**src/rtl/zero_check_arbiter_if.sv**
```systemverilog
// Request/result bundle for zero_check_arbiter.
//
// Handshake: req[i] is a level request. A requester keeps req[i] and
// data[i] stable from the moment it raises req[i] until the cycle in which
// ack[i] pulses. ack[i] is a single-cycle completion pulse, and zero is
// meaningful only in that cycle. If req[i] is still high in the cycle after
// ack[i], that is a new request. If req[i] is dropped before it is granted,
// the request is withdrawn and no ack follows. en gates new grants only; an
// operation that has already been granted always completes.
interface zero_check_arbiter_if #(
    parameter int WIDTH = 64,
    parameter int NREQ  = 4
);
    logic                       en;
    logic [NREQ-1:0]            req;
    logic [NREQ-1:0][WIDTH-1:0] data;
    logic [NREQ-1:0]            ack;
    logic                       zero;
    logic                       busy;

    // Requester side drives requests and operands.
    modport master (
        output en,
        output req,
        output data,
        input  ack,
        input  zero,
        input  busy
    );

    // Arbiter side consumes requests and produces results.
    modport slave (
        input  en,
        input  req,
        input  data,
        output ack,
        output zero,
        output busy
    );
endinterface

```
**src/rtl/zero_check_arbiter.sv**
```systemverilog
// Round-robin arbiter with a two-stage zero-detect pipeline.
//
// Stage 1 picks one requester per cycle and captures its operand. Stage 2
// reports whether that operand was all zeros and pulses the requester's ack.
// The requester that currently sits in stage 2 is masked out of stage 1. This
// keeps it from being granted again on a request it has not yet seen acked,
// while the other requesters can still use the slot, so throughput stays at
// one operation per cycle.
//
// NREQ is fixed at 4 in this revision. The rotating pointer wraps by natural
// overflow of its IDW-bit width, which is only correct for power-of-two NREQ.
module zero_check_arbiter #(
    parameter int WIDTH = 64,
    parameter int NREQ  = 4
) (
    input  logic                 clk,
    input  logic                 reset,
    zero_check_arbiter_if.slave  bus,
    output logic [15:0]          ops_count,
    output logic [15:0]          zero_count
);

    localparam int          IDW     = $clog2(NREQ);
    localparam logic [15:0] CNT_MAX = 16'hFFFF;

    // Stage-2 (result) registers
    logic             valid_q, valid_d;
    logic [IDW-1:0]   id_q,    id_d;
    logic [WIDTH-1:0] op_q,    op_d;

    // Round-robin search start
    logic [IDW-1:0]   ptr_q,   ptr_d;

    // Saturating statistics counters
    logic [15:0]      ops_count_q,  ops_count_d;
    logic [15:0]      zero_count_q, zero_count_d;

    // Stage-1 arbitration signals
    logic [NREQ-1:0]  inflight;
    logic [NREQ-1:0]  candidates;
    logic             win_found;
    logic [IDW-1:0]   winner;
    logic             grant;

    // Stage-2 result signals
    logic             zero_now;
    logic [NREQ-1:0]  ack_w;

    // Mask out the requester whose operation is currently in stage 2.
    always_comb begin
        inflight = '0;
        if (valid_q) begin
            inflight[id_q] = 1'b1;
        end
        candidates = bus.req & ~inflight;
    end

    // Find the first candidate at or above ptr_q, wrapping from the top index to 0.
    always_comb begin
        logic [IDW-1:0] idx;
        idx       = '0;
        win_found = 1'b0;
        winner    = '0;
        for (int i = 0; i < NREQ; i++) begin
            idx = ptr_q + IDW'(i);
            if (!win_found && candidates[idx]) begin
                win_found = 1'b1;
                winner    = idx;
            end
        end
    end

    assign grant = bus.en & win_found;

    // Next state of the pipeline. The winner's operand is captured at the
    // grant edge, so later changes to req or data cannot disturb the result.
    always_comb begin
        valid_d = grant;
        id_d    = id_q;
        op_d    = op_q;
        ptr_d   = ptr_q;
        if (grant) begin
            id_d  = winner;
            op_d  = bus.data[winner];
            ptr_d = winner + IDW'(1);
        end
    end

    // Stage-2 outputs are derived from registers only.
    always_comb begin
        ack_w    = '0;
        zero_now = valid_q & ~(|op_q);
        if (valid_q) begin
            ack_w[id_q] = 1'b1;
        end
    end

    // Count every completed operation and every completed zero result.
    // Both counters stop at all-ones instead of wrapping.
    always_comb begin
        ops_count_d  = ops_count_q;
        zero_count_d = zero_count_q;
        if (valid_q && (ops_count_q != CNT_MAX)) begin
            ops_count_d = ops_count_q + 16'd1;
        end
        if (zero_now && (zero_count_q != CNT_MAX)) begin
            zero_count_d = zero_count_q + 16'd1;
        end
    end

    // Pipeline and pointer registers. Reset discards any in-flight operation.
    always_ff @(posedge clk or negedge reset) begin
        if (!reset) begin
            valid_q <= 1'b0;
            id_q    <= '0;
            op_q    <= '0;
            ptr_q   <= '0;
        end else begin
            valid_q <= valid_d;
            id_q    <= id_d;
            op_q    <= op_d;
            ptr_q   <= ptr_d;
        end
    end

    // Statistics counter registers
    always_ff @(posedge clk or negedge reset) begin
        if (!reset) begin
            ops_count_q  <= '0;
            zero_count_q <= '0;
        end else begin
            ops_count_q  <= ops_count_d;
            zero_count_q <= zero_count_d;
        end
    end

    assign bus.ack    = ack_w;
    assign bus.zero   = zero_now;
    assign bus.busy   = valid_q;
    assign ops_count  = ops_count_q;
    assign zero_count = zero_count_q;

    // At most one requester is acked per cycle.
    a_ack_onehot0: assert property (@(posedge clk) disable iff (!reset)
        $onehot0(ack_w));

    // zero can only be reported together with an ack.
    a_zero_needs_ack: assert property (@(posedge clk) disable iff (!reset)
        zero_now |-> (|ack_w));

    // A requester is never acked in two consecutive cycles.
    a_no_double_ack: assert property (@(posedge clk) disable iff (!reset)
        valid_q |=> !(valid_q && ($past(id_q) == id_q)));

    // A saturated counter stays saturated.
    a_ops_sat: assert property (@(posedge clk) disable iff (!reset)
        (ops_count_q == CNT_MAX) |=> (ops_count_q == CNT_MAX));

    a_zero_sat: assert property (@(posedge clk) disable iff (!reset)
        (zero_count_q == CNT_MAX) |=> (zero_count_q == CNT_MAX));

endmodule

```
**src/flat_wrapper.sv**
```systemverilog
// flat-port wrapper written by rule: the top's interface ports become plain ports
module zero_check_arbiter_flat 
#(
    parameter int WIDTH = 64,
    parameter int NREQ  = 4
)
  (clk, reset, ops_count, zero_count, bus_en, bus_req, bus_data, bus_ack, bus_zero, bus_busy);
  zero_check_arbiter_if #(.WIDTH(WIDTH), .NREQ(NREQ)) bus_i ();
  input  logic clk;
  input  logic reset;
  output logic [15:0] ops_count;
  output logic [15:0] zero_count;
  input wire logic [$bits(bus_i.en)-1:0] bus_en;
  input wire logic [$bits(bus_i.req)-1:0] bus_req;
  input wire logic [$bits(bus_i.data)-1:0] bus_data;
  output wire logic [$bits(bus_i.ack)-1:0] bus_ack;
  output wire logic [$bits(bus_i.zero)-1:0] bus_zero;
  output wire logic [$bits(bus_i.busy)-1:0] bus_busy;
  assign bus_i.en = bus_en;
  assign bus_i.req = bus_req;
  assign bus_i.data = bus_data;
  assign bus_ack = bus_i.ack;
  assign bus_zero = bus_i.zero;
  assign bus_busy = bus_i.busy;
  zero_check_arbiter #(.WIDTH(WIDTH), .NREQ(NREQ)) u_core (.clk(clk), .reset(reset), .bus(bus_i), .ops_count(ops_count), .zero_count(zero_count));
endmodule
```
**config.mk**
```make
export PLATFORM = sky130hd
export DESIGN_NAME = zero_check_arbiter_flat
export DESIGN_NICKNAME = d
export VERILOG_FILES = /design/src/rtl/zero_check_arbiter_if.sv /design/src/rtl/zero_check_arbiter.sv /design/src/flat_wrapper.sv
export SDC_FILE = /design/constraint.sdc
export NUM_CORES = 1
export LEC_CHECK = 0
export CORE_ASPECT_RATIO = 1.5
export CORE_UTILIZATION = 46
export CTS_CLUSTER_DIAMETER = 40
export DETAILED_ROUTE_END_ITERATION = 12
export PLACE_DENSITY = 0.88
export SLEW_MARGIN = 10
export SYNTH_ARGS = -nofsm -noshare
export SYNTH_HDL_FRONTEND = slang
export SYNTH_SLANG_ARGS = --single-unit
```
**constraint.sdc**
```tcl
create_clock -name clk -period 4.1 [get_ports clk]
set_input_delay 0.82 -clock clk [delete_from_list [all_inputs] [get_ports clk]]
set_output_delay 0.82 -clock clk [all_outputs]
set_load 0.03 [all_outputs]
```
==> results.sh <==
export IMPL_cp_arrival_ps=2930
export IMPL_rsz0062_at_grt="no"
export IMPL_regArea_um2=2527
export IMPL_drive_above_1_share_pct=12.88
export IMPL_cts_repair_resized=0
export IMPL_detail_route_wirelength_mm=20.26
export IMPL_tritoncts="done"
export IMPL_combPwrFrac_pct=60.2
export IMPL_synth_largest_area_cell="dfrtp_1"
export IMPL_wl_met1_mm=6.946
export IMPL_crit_family="simple AND/OR/NAND/NOR gates"
export IMPL_antenna_found_initial=0
export IMPL_worstSetupPathType="flop to output port"
export IMPL_slew_headroom_pct=47.45
export IMPL_finalCriticalPeriod_ps=3748
export IMPL_critPathLaunchType="flop"
export IMPL_outcome="complete, no violations"
export IMPL_peakVddDrop_mv=0.7687
export IMPL_gr_total_overflow=0
export IMPL_clk_path_buf_depth=2
export IMPL_die_area_um2=14850
export IMPL_area_growth_pct=49.70
export IMPL_slowest_delay_ps=760
export IMPL_powerDensity_nw_per_um2=632.1
export IMPL_cts_root_buf="clkbuf_16"
export IMPL_p_int_mw=3.571
export IMPL_drtIter0Drc=159
export IMPL_final_period_utilization_pct=91.42
export IMPL_row_count=53
export IMPL_wire_per_inst_um=19.22
export IMPL_port_buffers=300
export IMPL_cts_num_sinks=101
export IMPL_vias=5834
export IMPL_multiInputGateArea_um2=3689
export IMPL_grt_max_degree=71
export IMPL_htreeDepth=3
export IMPL_cts_buffers=9
export IMPL_crit_chain="nor4b_1 > nand4_1 > or3_1 > nor2_1 > clkdlybuf4s50_1"
export IMPL_crit_required_ps=3280
export IMPL_final_max_slew_viol_count=0
export IMPL_hold_viol_final=0
export IMPL_cp_buffers_inverters=1
export IMPL_num_antenna_cells=0
export IMPL_seq_power_share_pct=26.7
export IMPL_synthCells=574
export IMPL_dr_pass1_iters=5
export IMPL_vias_per_cell=5.535
export IMPL_p_sw_share_pct=42.87
export IMPL_synth_nets=839
export IMPL_ys_warn_count=0
export IMPL_dpl_hpwl_mm=16.11
export IMPL_wl_met2_mm=11.13
export IMPL_fin_skew_ps=12.42
export IMPL_fin_util_pct=70.68
export IMPL_hold_ws_ps=487.2
export IMPL_ys_top_cells_by_area="dfrtp_1 38%, mux2i_1 20%, o221ai_2 15%"
export IMPL_pre_cts_ws_ps=404.1
export IMPL_cp_slowest_cell="clkdlybuf4s50_1"
export IMPL_grt_usage_pct=27.44
export IMPL_p_switching_mw=2.680
export IMPL_power_share_clock_pct=13.1
export IMPL_die_y_um=148.8
export IMPL_layout_common_cells="299 x clkdlybuf4s50_1, 130 x mux2i_1, 101 x dfrtp_1, 89 x nand2_1, 65 x o221ai_2"
export IMPL_end_kind="output port"
export IMPL_initial_utilization_pct=47.21
export IMPL_p_leak_nw=3.920
export IMPL_yosys_cell_types_count=50
export IMPL_netlist_area_um2=6606
export IMPL_wl_met3_mm=1.213
export IMPL_postRouteAntennaNets=0
export IMPL_fillerInstances=990
export IMPL_tns_ps=0
export IMPL_worst_pin_slew_ps=788.2
export IMPL_postCtsSetupBuffers=0
export IMPL_hp_class="flop to flop"
export IMPL_synth_seq_cells=101
export IMPL_max_freq_mhz=266.8
export IMPL_power_mw=6.252
export IMPL_die_w_um=99.85
export IMPL_fin_nets=1123
export IMPL_fp_coreArea_um2=13990
export IMPL_synth_avg_cell_area_um2=11.51
export IMPL_final_common_cell="clkdlybuf4s50_1"
export IMPL_grt_pass1_wl_mm=31.37
export IMPL_top_level_ports=301
export IMPL_first_global_vias=6293
export IMPL_drcViolationCount=0
export IMPL_cts_hold_buf=0
export IMPL_path_max_fanout=8
export IMPL_fin_ws_ps=351.7
export IMPL_synth_seq_area_share_pct=38.26
export IMPL_path_clk_slew_ps=70
export IMPL_synth_top_cell_area_share_pct=38.26
export IMPL_routabilityCongestion=0.8250
export IMPL_clkLatencyLatePin_ps=340
export IMPL_maxCapViolCount=0
export IMPL_setup_violations_final=0
export IMPL_highest_layer="met4"
==> cell usage after synthesis (all sizes together) <==
cell	number
or4	2
a221oi	1
xnor2	19
mux2i	130
ha	2
nand2	90
or3	5
a21o	1
o221ai	65
clkbuf	7
and2b	1
a22o	1
and3	4
and2	3
nor4	14
a31oi	1
nor4b	1
o31ai	2
or4b	1
or2	3
inv	7
nor2b	1
nand4	8
mux2	2
a21boi	1
o221a	1
buf	30
nand4b	2
dfrtp	101
and4	5
nor2	15
a21oi	8
nand3	10
xor2	12
nor3	6
nand2b	4
o21ai	7
a22oi	1
==> registers in the layout, indices dropped and copies added (netlist names) <==
name               flops
u_core.op_q           64
u_core.ops_count      16
u_core.zero_count     16
u_core.bus.busy        1
u_core.id_q            2
u_core.ptr_q           2
==> worst min-delay path, cell delays in order, from the launching register on <==
cell and delay [ps]:
dfrtp_1 340, nand2_1 60, o221ai_2 50
==> metrics by stage <==
| stage | instances | instance area, um^2 |
|---|---|---|
| 2_1_floorplan | 574 | 6606 |
| 3_3_place_gp | 1039 | 9608 |
| 3_5_place_dp | 1039 | 9608 |
| 4_1_cts | 1054 | 9889 |
| 5_1_grt | 1054 | 9889 |
| 6_report | 1054 | 9889 |
==> power by group through the flow <==
stage	logic, mW	clock network (mW)	registers (mW)
3_5_place_dp	3.79	0	1.68
6_report	3.76	0.818	1.67
5_1_grt	4.04	0.876	1.71
4_1_cts	3.79	0.835	1.67
3_3_place_gp	3.65	0	1.66
2_1_floorplan	3.32	0	1.63
==> final timing paths <==
path,startpoint,end,slack (ps),cells past startpoint
worst max-delay path,u_core.bus.busy,bus_zero,350,5
worst min-delay path,u_core.op_q[18],u_core.op_q[18],490,2
worst max register to register,u_core.ptr_q[0],u_core.op_q[4],800,8
worst min register to register,u_core.op_q[18],u_core.op_q[18],490,2
max in group asynchronous,reset,u_core.op_q[40],2710,2
min in group asynchronous,reset,u_core.ptr_q[0],540,1
==> cell families (layout without fill, tap and decap cells) <==
group	after synthesis	after routing	synth area share, %
muxes	132	132	20.04
AOI/OAI and AO/OA	89	89	17.82
adders and majority gates	2	2	0.3787
and+or+nand+nor	175	175	13.14
DFF	101	101	38.26
buffers and inverters	44	332	6.136
xor gates and xnor gates	31	31	4.224
==> cell type report <==
class                      count  share of cell area (%)
inverter                       7                  0.2657
sequential                   101                   25.56
timing repair buffer         310                   31.60
clock buffer                   9                   2.277
clock inverter                 6                  0.5693
tap                          192                   2.429
multi-input combinational    429                   37.30
==> metal layers <==
metal / global-route usage [%] / up-vias
li1: - / 2729
met4: 15.29 / 0
met2: 51.07 / 263
met1: 28.63 / 2777
met5: 0 / -
met3: 4.920 / 65
Power figures use the tool's default switching activity.
